--- src/rtl/idex_stage_reg.sv ---
// ID/EX pipeline register with load-use hazard detection, bubble insertion on stall/flush,
// freeze on hold, and a saturating count of load-use bubbles.
module idex_stage_reg #(
  parameter int unsigned CNT_W = 16
) (
  input  logic             clk_i,
  input  logic             rst_i,
  input  logic             hold_i,
  input  logic             flush_i,
  input  logic [1:0]       id_wb_i,
  input  logic [1:0]       id_m_i,
  input  logic [3:0]       id_ex_i,
  input  logic [31:0]      id_rs_data_i,
  input  logic [31:0]      id_rt_data_i,
  input  logic [31:0]      id_imm_i,
  input  logic [4:0]       id_rs_i,
  input  logic [4:0]       id_rt_i,
  input  logic [4:0]       id_rd_i,
  output logic [1:0]       idex_wb_o,
  output logic [1:0]       idex_m_o,
  output logic [3:0]       idex_ex_o,
  output logic [31:0]      idex_rs_data_o,
  output logic [31:0]      idex_rt_data_o,
  output logic [31:0]      idex_imm_o,
  output logic [4:0]       idex_rs_o,
  output logic [4:0]       idex_rt_o,
  output logic [4:0]       idex_rd_o,
  output logic             idex_valid_o,
  output logic             stall_o,
  output logic [CNT_W-1:0] bubble_cnt_o
);

  localparam logic [CNT_W-1:0] CntMax = '1;

  logic [1:0]       wb_q, wb_d;
  logic [1:0]       m_q, m_d;
  logic [3:0]       ex_q, ex_d;
  logic [31:0]      rs_data_q, rs_data_d;
  logic [31:0]      rt_data_q, rt_data_d;
  logic [31:0]      imm_q, imm_d;
  logic [4:0]       rs_q, rs_d;
  logic [4:0]       rt_q, rt_d;
  logic [4:0]       rd_q, rd_d;
  logic             valid_q, valid_d;
  logic [CNT_W-1:0] cnt_q, cnt_d;
  logic             stall;

  // A load in EX whose destination (rt) feeds a source of the instruction in ID.
  assign stall = valid_q & m_q[1] & (rt_q != 5'd0) &
                 ((rt_q == id_rs_i) | (rt_q == id_rt_i));

  always_comb begin
    wb_d      = wb_q;
    m_d       = m_q;
    ex_d      = ex_q;
    rs_data_d = rs_data_q;
    rt_data_d = rt_data_q;
    imm_d     = imm_q;
    rs_d      = rs_q;
    rt_d      = rt_q;
    rd_d      = rd_q;
    valid_d   = valid_q;
    cnt_d     = cnt_q;
    if (!hold_i) begin
      if (flush_i || stall) begin
        wb_d      = '0;
        m_d       = '0;
        ex_d      = '0;
        rs_data_d = '0;
        rt_data_d = '0;
        imm_d     = '0;
        rs_d      = '0;
        rt_d      = '0;
        rd_d      = '0;
        valid_d   = 1'b0;
      end else begin
        wb_d      = id_wb_i;
        m_d       = id_m_i;
        ex_d      = id_ex_i;
        rs_data_d = id_rs_data_i;
        rt_data_d = id_rt_data_i;
        imm_d     = id_imm_i;
        rs_d      = id_rs_i;
        rt_d      = id_rt_i;
        rd_d      = id_rd_i;
        valid_d   = 1'b1;
      end
      // Only load-use bubbles count; a coincident flush takes the credit.
      if (stall && !flush_i && (cnt_q != CntMax)) begin
        cnt_d = cnt_q + 1'b1;
      end
    end
  end

  always_ff @(posedge clk_i) begin
    if (!rst_i) begin
      wb_q      <= '0;
      m_q       <= '0;
      ex_q      <= '0;
      rs_data_q <= '0;
      rt_data_q <= '0;
      imm_q     <= '0;
      rs_q      <= '0;
      rt_q      <= '0;
      rd_q      <= '0;
      valid_q   <= 1'b0;
      cnt_q     <= '0;
    end else begin
      wb_q      <= wb_d;
      m_q       <= m_d;
      ex_q      <= ex_d;
      rs_data_q <= rs_data_d;
      rt_data_q <= rt_data_d;
      imm_q     <= imm_d;
      rs_q      <= rs_d;
      rt_q      <= rt_d;
      rd_q      <= rd_d;
      valid_q   <= valid_d;
      cnt_q     <= cnt_d;
    end
  end

  assign idex_wb_o      = wb_q;
  assign idex_m_o       = m_q;
  assign idex_ex_o      = ex_q;
  assign idex_rs_data_o = rs_data_q;
  assign idex_rt_data_o = rt_data_q;
  assign idex_imm_o     = imm_q;
  assign idex_rs_o      = rs_q;
  assign idex_rt_o      = rt_q;
  assign idex_rd_o      = rd_q;
  assign idex_valid_o   = valid_q;
  assign stall_o        = stall;
  assign bubble_cnt_o   = cnt_q;

endmodule

--- config.mk ---
export PLATFORM = sky130hd
export DESIGN_NAME = idex_stage_reg
export DESIGN_NICKNAME = d
export VERILOG_FILES = /design/src/rtl/idex_stage_reg.sv
export SDC_FILE = /design/constraint.sdc
export NUM_CORES = 1
export LEC_CHECK = 0
export ABC_CLOCK_PERIOD_IN_PS = 3900
export BUFFER_PORTS_ARGS = -buffer_cell sky130_fd_sc_hd__buf_2
export CAP_MARGIN = 25
export CORE_ASPECT_RATIO = 0.5
export CORE_MARGIN = 2
export CORE_UTILIZATION = 40
export DETAILED_ROUTE_END_ITERATION = 8
export PLACE_DENSITY = 0.73
export SLEW_MARGIN = 10
export SYNTH_ARGS = -nofsm -noshare
export SYNTH_HDL_FRONTEND = slang
export SYNTH_SLANG_ARGS = --single-unit
export TNS_END_PERCENT = 10
--- constraint.sdc ---
create_clock -name clk_i -period 3.9 [get_ports clk_i]
set_clock_uncertainty 0.05 [all_clocks]
set_input_delay 0 -clock clk_i [delete_from_list [all_inputs] [get_ports clk_i]]
set_output_delay 0 -clock clk_i [all_outputs]
set_load 0.05 [all_outputs]
After elaboration in Yosys (flattened, before gate mapping)
Cells that the tools add are included.
{ "totals": {"regBits": 136, "in_bits": 123, "output_inout_bits": 137, "elab_cells": 36} }
{ "classes": {"addsub": 1, "eq_ne": 3, "mux": 10, "n_bitwise": 5, "reduce_logical": 6} }
{ "op_table": {"columns": ["cell", "count"], "rows": [
  ["32-bit 2-to-1 mux", 3],
  ["16-bit by 1-bit adder with 16-bit output, second input constant", 1],
  ["16-bit inequality test, second input constant", 1],
  ["5-bit 2-to-1 mux", 3],
  ["5-bit == test", 2],
  ["5-bit nonzero test", 1],
  ["2-bit 2-to-1 mux", 2],
  ["4-bit 2-to-1 mux", 1],
  ["1-bit bitwise AND", 3],
  ["1-bit logical AND", 2],
  ["2-bit AND reduction", 1],
  ["1-bit zero test", 1],
  ["1-bit logical OR", 1],
  ["1-bit 2-to-1 mux", 1],
  ["1-bit NOT", 1],
  ["1-bit OR", 1]
]} }

Longest topological paths before layout
Gate-level depths: netlist of the first run.
{ "logic_depth": {"ltp_word": 6, "ltp_mapped": 8, "mapped_depth_nobuf": 6} }

Worst setup path before layout of the first run
OpenSTA, ideal clock, no wires.
{ "synth_path": {"path_kind": "register to register", "from": "register cnt_q[0], in the netlist bubble_cnt_o[0]", "to": "register cnt_q[8], in the netlist bubble_cnt_o[8]", "setup_ns": 0.115, "arrival_ns": 2.161, "t_required_ns": 3.735, "slack_ns": 1.574, "path_stages_with_launch": 9, "n_path_buf": 2, "period_less_slack_ns": 2.326, "path_cell_list": "dfxtp_1 ha_1 nand3_1 or4_1 nand2_1 buf_4 buf_4 nor4_1 o21a_1"} }
{ "synth_via": {"elab_chain_len": 3, "word_cells_on_any_way": 4, "cone_classes": "add/sub (1); eq/ne (1); reduce/logical (2)"} }
{ "synth_rtl": {"columns": ["element", "line_no", "rtl"], "rows": [
  ["from (decl)", "45", "logic [CNT_W-1:0] cnt_q, cnt_d;"],
  ["from (signal assigned)", "119", "cnt_q <= cnt_d;"],
  ["branches (longest 3 deep; another with 16-bit by 1-bit adder with 16-bit output)", null, null]
]} }
Several ways; the timed one is not identified.
A chain may end at the register's enable or synchronous reset.

Final worst setup path of the first run
{ "layout_path": {"from": "register rt_q[0], in the netlist idex_rt_o[0]", "to": "register imm_q[30], in the netlist idex_imm_o[30]"} }
{ "layout_via": {"elab_chain_len": 5, "word_cells_on_any_way": 8, "cone_classes": "eq/ne (2); mux (1); bitwise (3); reduce/logical (2)"} }
{ "layout_rtl": {"columns": ["element", "line_no", "rtl"], "rows": [
  ["from (decl)", "42", "logic [4:0] rt_q, rt_d;"],
  ["from (signal assigned)", "116", "rt_q <= rt_d;"],
  ["5-bit == test / 5-bit nonzero test (equally long branches)", "50, 49", null],
  ["1-bit OR / 1-bit bitwise AND (equally long branches)", "50, 49", null],
  ["1-bit bitwise AND *", "49", "assign stall = valid_q & m_q[1] & (rt_q != 5'd0) &"],
  ["1-bit logical OR *", "65", "if (flush_i || stall) begin"],
  ["32-bit 2-to-1 mux *", "65", null],
  ["to (signal assigned)", "114", "imm_q <= imm_d;"],
  ["to (decl)", "40", "logic [31:0] imm_q, imm_d;"]
]} }
Every way passes the cells marked *; elsewhere a longest branch is shown, timed or not.

==> results_dict.tcl, run 1 <==
set metrics [dict create \
    power_switching_mw 0.920 \
    cts.root.buffer_cell "clkbuf_16" \
    vias_per_cell 5.10 \
    ant_nets 0 \
    drtIter0Drc 285 \
    p_per_area_nw_per_um2 460 \
    ys_seq_area_share_pct 57.9 \
    leakagePower_nw 3.68 \
    drc 0 \
    fin_crit_sh_pct 65.6 \
    clk_latency_ps 400 \
    cts_buffer_depth 2 \
    grt_pass1_vias 4765 \
    worstHoldStart "flush_i" \
    fill_cells 832 \
    holdPathEnd "bubble_cnt_o[13]" \
    p_int_mw 2.68 \
    slew_violations 0 \
    antenna_found_initial 0 \
    place_congestion 0.758 \
    regArea_um2 2720 \
    die_y_um 80.7 \
    final_nets 892 \
    met1_usage_pct 27.1 \
    die_w_um 157 \
    grt.busiest_layer "met2" \
    ff2ff_path_depth 5 \
    netlist_area_um2 4700 \
    netlist.area_leader.share_pct 57.9 \
    use_met3_pct 5.50 \
    fin_util_pct 69.8 \
    die-area_um2 12700 \
    grt_util_met2_pct 40.7 \
    cp-end-kind "flip-flop" \
    hold_path.class "in -> reg" \
    worst_r2r_startpoint "idex_rt_o[0]" \
    coreArea_um2 11200 \
    p_sw_share_pct 25.5 \
    overflow 0 \
    critPathRequiredTime_ps 4190 \
    fin_setup_tns_ps 0 \
    synthCells 399 \
    grt_max_degree 101 \
    num_vias 4787 \
    r2r_setup_slack_ps 1340 \
    syn_avg_cell_area_um2 11.8 \
    yosys_register_bits 136 \
    dp_hpwl_um 8840 \
    p_seq_share_pct 40.8 \
    status "finished clean" \
    r2r-end "idex_imm_o[30]" \
    ys_types 37 \
    wl_per_cell_um 16.3 \
    yosysTopAreaCell "dfxtp_1" \
    finalCriticalPeriod_ps 2560 \
    p_clk_share_pct 45.4 \
    port_buffers 259 \
    cts_buffers 17 \
    cp.arrival_ps 2850 \
    synth_warnings 0 \
    critPathMaxFanout 100 \
    path_class "reg -> reg" \
    maxCapViolCount 0 \
    cts_tree "done" \
    syn-num-nets 523 \
    cts.sinks 136 \
    grt_setup_unrepaired "no" \
    io_pins 260 \
    multi_input_area_um2 1760 \
    clkTransAtPathRegs_ps 60 \
    startpoint_type "flip-flop" \
    max_freq_mhz 391 \
    start_util_pct 41.9 \
    power_frac_comb_pct 13.8 \
    ys_top_cells_by_area "dfxtp_1, a22o_1, buf_6" \
    cts_hold_repair.buffers 120 \
    holdPathStages 6 \
    setup_viol 0 \
    postCtsSetupRepairBufs 0 \
    num_antenna_cells 0 \
    cts_resized 0 \
    vdd_drop_max_mv 0.272 \
    routed_wirelength_um 15300 \
    std_cell_rows 27 \
    syn_to_final_growth_pct 66.6 \
    hold_violations 0 \
    grt_pass1_wl_um 23300 \
    drive_gt1_share_pct 37.8 \
    slew_headroom_pct 46.4 \
    worst_slew_pin_slew_ps 805 \
    drt_first_pass_iters 5 \
    htree_levels 4 \
    grt.total_usage_pct 23.5 \
]
-- registers in the layout (all words and copies together), names as in the netlist --
signal / cells
bubble_cnt_o: 16
idex_valid_o: 1
idex_rt_o: 5
idex_imm_o: 32
idex_rd_o: 5
idex_rt_data_o: 32
idex_ex_o: 4
idex_rs_data_o: 32
idex_m_o: 2
idex_wb_o: 2
idex_rs_o: 5
-- worst max-delay path, stage by stage, from the launching register on --
cell,delay [ps]
dfxtp_1,350
or4_1,570
o211a_1,290
a21oi_4,530
buf_12,430
a22o_1,230
-- kinds of logic (layout without fill, tap and decap cells) --
| group | count (synthesis) | after routing | share of synthesized area, % |
|---|---|---|---|
| flip-flops | 136 | 136 | 57.9 |
| XOR/XNOR | 10 | 10 | 1.86 |
| multiplexers | 3 | 3 | 0.639 |
| AND/OR/NAND/NOR | 61 | 61 | 7.37 |
| buffers and inverters | 37 | 418 | 4.92 |
| AO/OA/AOI/OAI | 151 | 151 | 27.0 |
| adder cells (fa/ha/maj) | 1 | 1 | 0.266 |
-- worst max-delay path by stage --
| stage | start | end | slack, ps | depth (start not counted) |
|---|---|---|---|---|
| floorplan | bubble_cnt_o[0] | bubble_cnt_o[8] | 1570 | 8 |
| global route | idex_rt_o[0] | idex_rs_data_o[22] | 1200 | 5 |
| global placement | idex_rt_o[0] | idex_rt_data_o[21] | 1420 | 5 |
| CTS | idex_rt_o[0] | idex_rs_data_o[19] | 1340 | 5 |
| detailed placement | idex_rt_o[0] | idex_rt_data_o[17] | 1360 | 5 |
| finish | idex_rt_o[0] | idex_imm_o[30] | 1340 | 5 |
-- cell usage in the layout, fill, tap and decap left out, types with 3 or more instances in the layout --
master | synthesis | final
a21oi_1 | 11 | 11
a22o_1 | 119 | 119
buf_2 | 2 | 259
bufinv_16 | 0 | 3
clkbuf_16 | 0 | 17
clkinv_2 | 0 | 3
clkinv_4 | 0 | 3
dfxtp_1 | 136 | 136
dlygate4sd3_1 | 0 | 120
inv_1 | 5 | 5
mux2i_1 | 3 | 3
nand2_1 | 15 | 15
nand3_1 | 12 | 12
nand4_1 | 5 | 5
nand4bb_1 | 5 | 5
nor2_1 | 6 | 6
nor4_1 | 4 | 4
o31ai_1 | 4 | 4
o41ai_1 | 6 | 6
or4_1 | 5 | 5
xnor2_1 | 10 | 10
-- per-layer routing --
layer / wire length, µm / vias to the layer above
li1: - / 2283
met1: 6240 / 2273
met2: 7770 / 180
met3: 746 / 51
met4: 592 / 0
met5: 0 / -
-- layout make-up --
| cell class | count | share of cell area (%) |
|---|---|---|
| Clock inverter | 11 | 1.88 |
| Clock buffer | 20 | 5.83 |
| Timing Repair Buffer | 382 | 32.3 |
| Sequential cell | 136 | 34.8 |
| Tap cell | 159 | 2.54 |
| Multi-Input combinational cell | 226 | 22.4 |
| Inverter | 5 | 0.240 |
-- cell usage after synthesis --
| cell type | count |
|---|---|
| nor2_1 | 6 |
| o21a_1 | 1 |
| o31a_1 | 1 |
| a21o_1 | 1 |
| and2_1 | 2 |
| nand4b_1 | 1 |
| o211a_1 | 1 |
| o31ai_1 | 4 |
| nand2_1 | 15 |
| or4_1 | 5 |
| buf_4 | 2 |
| o211ai_1 | 1 |
| a21oi_2 | 1 |
| a22o_1 | 119 |
| xnor2_1 | 10 |
| dfxtp_1 | 136 |
| ha_1 | 1 |
| buf_2 | 2 |
| o22ai_1 | 1 |
| o21ai_0 | 1 |
| clkbuf_1 | 17 |
| nand4_1 | 5 |
| and3_1 | 1 |
| or3_1 | 2 |
| nor3_1 | 1 |
| a2111oi_2 | 1 |
| nand2b_1 | 2 |
| mux2i_1 | 3 |
| inv_1 | 5 |
| o41ai_1 | 6 |
| o22a_1 | 1 |
| nor4_1 | 4 |
| a21oi_1 | 11 |
| nand4bb_1 | 5 |
| nand3_1 | 12 |
| o21ai_1 | 1 |
| buf_6 | 11 |
-- power groups by stage --
stage / Combinational [mW] / Clock, mW / Sequential [mW]
2_1_floorplan: 0.0997 / 0 / 1.66
3_3_place_gp: 0.391 / 0 / 1.50
3_5_place_dp: 0.398 / 0 / 1.49
4_1_cts: 0.492 / 1.67 / 1.47
5_1_grt: 0.523 / 1.72 / 1.47
6_report: 0.498 / 1.63 / 1.47
-- through the flow --
step / instances / cell area, µm² / hold slack [ps] / setup WS [ps] / power [mW]
floorplan: 399 / 4700 / 82.6 / 1570 / 1.76
global placement: 788 / 6030 / 165 / 1420 / 1.89
detailed placement: 788 / 6030 / 170 / 1360 / 1.89
CTS: 939 / 7830 / 122 / 1340 / 3.63
global route: 939 / 7830 / 189 / 1200 / 3.72
finish: 939 / 7830 / 151 / 1340 / 3.60
No activity file was read; power rests on OpenSTA's default activity.
==> run 2, diff against run 1 <==
Settings changed: ABC_CLOCK_PERIOD_IN_PS 3900 to 2700.
Clock period 3.9 ns to 2.7 ns, I/O delays scaled along.
==> run 2 against run 1 <==
Clock power is 44% higher. Combinational power up 45%. Worst setup slack got worse by 880 ps. Maximum frequency is 14% higher. Worst hold slack got worse by 11 ps. Design area rose by 0.46%. Sequential share of layout area shrank 0.16 points. Via count increased by 0.54%. Final cell count is 0.64% higher. Clock-buffer cell count is 3 lower.
==> results_dict.tcl, run 2 (synthesis results as in run 1) <==
set metrics [dict create \
    maxCapViolCount 0 \
    r2r_setup_slack_ps 460 \
    place_congestion 0.768 \
    cts_hold_repair.buffers 120 \
    cts_tree "done" \
    vias_per_cell 5.09 \
    syn_to_final_growth_pct 67.4 \
    cts_buffers 17 \
    dp_hpwl_um 8860 \
    drt_first_pass_iters 4 \
    power_switching_mw 1.36 \
    r2r-end "idex_imm_o[25]" \
    routed_wirelength_um 15700 \
    wl_per_cell_um 16.6 \
    finalCriticalPeriod_ps 2240 \
    die_y_um 80.7 \
    slew_violations 0 \
    grt_pass1_vias 4666 \
    cts.root.buffer_cell "clkbuf_16" \
    p_per_area_nw_per_um2 660 \
    layout_commonest_cell "buf_2" \
    postCtsSetupRepairBufs 0 \
    fill_cells 823 \
    drive_gt1_share_pct 38.2 \
    crit_chain "or4_1, o211a_1, a21oi_4, buf_12, a22o_1" \
    die_w_um 157 \
    std_cell_rows 27 \
    ff2ff_path_depth 5 \
    p_int_mw 3.83 \
    p_sw_share_pct 26.3 \
    fin_setup_tns_ps 0 \
    p_seq_share_pct 40.8 \
    grt_pass1_wl_um 23500 \
    antenna_found_initial 1 \
    start_util_pct 41.9 \
    clkTransAtPathRegs_ps 60 \
    grt_max_degree 121 \
    worstHoldStart "flush_i" \
    critical-path-slowest-cell "or4_1" \
    path_class "reg -> reg" \
    fin_crit_sh_pct 83.0 \
    cp-end-kind "flip-flop" \
    startpoint_type "flip-flop" \
    hold_violations 0 \
    leakagePower_nw 3.69 \
    worst_r2r_startpoint "idex_rt_o[0]" \
    final_nets 895 \
    htree_levels 4 \
    dp_cells 791 \
    status "finished clean" \
    critical_path_buf_inv_count 1 \
    cts.sinks 136 \
    vdd_drop_max_mv 0.387 \
    drtIter0Drc 282 \
    fin_cells 945 \
    critPathRequiredTime_ps 2990 \
    cp.arrival_ps 2530 \
    holdPathStages 6 \
    drc 0 \
    max_freq_mhz 446 \
    critPathTopFamily "compound AO/OA/AOI/OAI gates" \
    ant_nets 0 \
    grt_setup_unrepaired "no" \
    worst_slew_pin_slew_ps 761 \
    port_buffers 259 \
    grt.total_usage_pct 23.7 \
    die-area_um2 12700 \
    setup_viol 0 \
    power_frac_comb_pct 13.9 \
    holdPathEnd "bubble_cnt_o[13]" \
    slew_headroom_pct 49.2 \
    overflow 0 \
    num_vias 4813 \
    critPathMaxFanout 120 \
    clk_latency_ps 400 \
    finalPower_mw 5.20 \
    hold_path.class "in -> reg" \
    slowest_delay_ps 560 \
    io_pins 260 \
    cts_buffer_depth 2 \
    p_clk_share_pct 45.2 \
    final_cell_mix "buf_2, dfxtp_1, dlygate4sd3_1, a22o_1, clkbuf_16" \
    cts_resized 0 \
    coreArea_um2 11200 \
]
## run 2: cell count changes in the layout (fill, tap and decap cells not counted)
cell        before  now
buf_12           1    2
diode_2          0    3
clkinvlp_4       1    2
clkbuf_1         1    0
buf_4            2    4
clkbuf_8         2    0
inv_6            1    3
## run 2: power by group through the flow
stage | Sequential, mW | Combinational, mW | Clock [mW]
floorplan | 2.40 | 0.144 | 0
global placement | 2.16 | 0.569 | 0
detailed placement | 2.16 | 0.577 | 0
CTS | 2.12 | 0.715 | 2.39
global route | 2.13 | 0.758 | 2.49
finish | 2.12 | 0.724 | 2.35
## run 2: stage by stage
stage | setup slack (ps) | instance area [µm²] | util [%] | hold WS (ps)
3_3_place_gp | 555 | 6060 | 54.1 | 164
2_1_floorplan | 374 | 4700 | - | 82.6
5_1_grt | 336 | 7870 | 70.1 | 153
4_1_cts | 471 | 7860 | 70.1 | 120
3_5_place_dp | 500 | 6060 | 54.1 | 170
6_report | 459 | 7870 | 70.2 | 140
## run 2: area by class of cell
cell class              count  area [µm²]  share of cell area [%]
multi-input cells         226        1760                    22.3
inverters                   5        18.8                   0.238
well taps                 159         199                    2.53
diodes                      3        7.51                  0.0954
flip-flops and latches    136        2720                    34.6
repair buffers            385        2570                    32.6
clock inverters            14         173                    2.19
clock buffers              17         425                    5.41
## run 2: routing by layer
layer  wire length [µm]  global-route usage [%]  vias up
li1                   -                       -     2282
met1               6340                    27.7     2313
met2               8230                    41.6      180
met3                698                    4.91       38
met4                425                    12.6        0
met5                  0                       0        -
## run 2: worst register-to-register path, delay by kind of cell, from the launching register on
family	cells	cell delay (ps)
and+or+nand+nor	1	560
DFF	1	350
AOI/OAI and AO/OA	3	780
buffers and inverters	1	440
## run 2: worst max-delay path by stage
stage               slack [ps]                 to            start  cells past startpoint
CTS                        470     idex_imm_o[26]     idex_rt_o[0]                      5
global placement           560  idex_rt_data_o[3]     idex_rt_o[0]                      5
detailed placement         500  idex_rt_data_o[9]     idex_rt_o[0]                      5
finish                     460     idex_imm_o[25]     idex_rt_o[0]                      5
floorplan                  370    bubble_cnt_o[8]  bubble_cnt_o[0]                      8
global route               340     idex_imm_o[25]     idex_rt_o[0]                      5
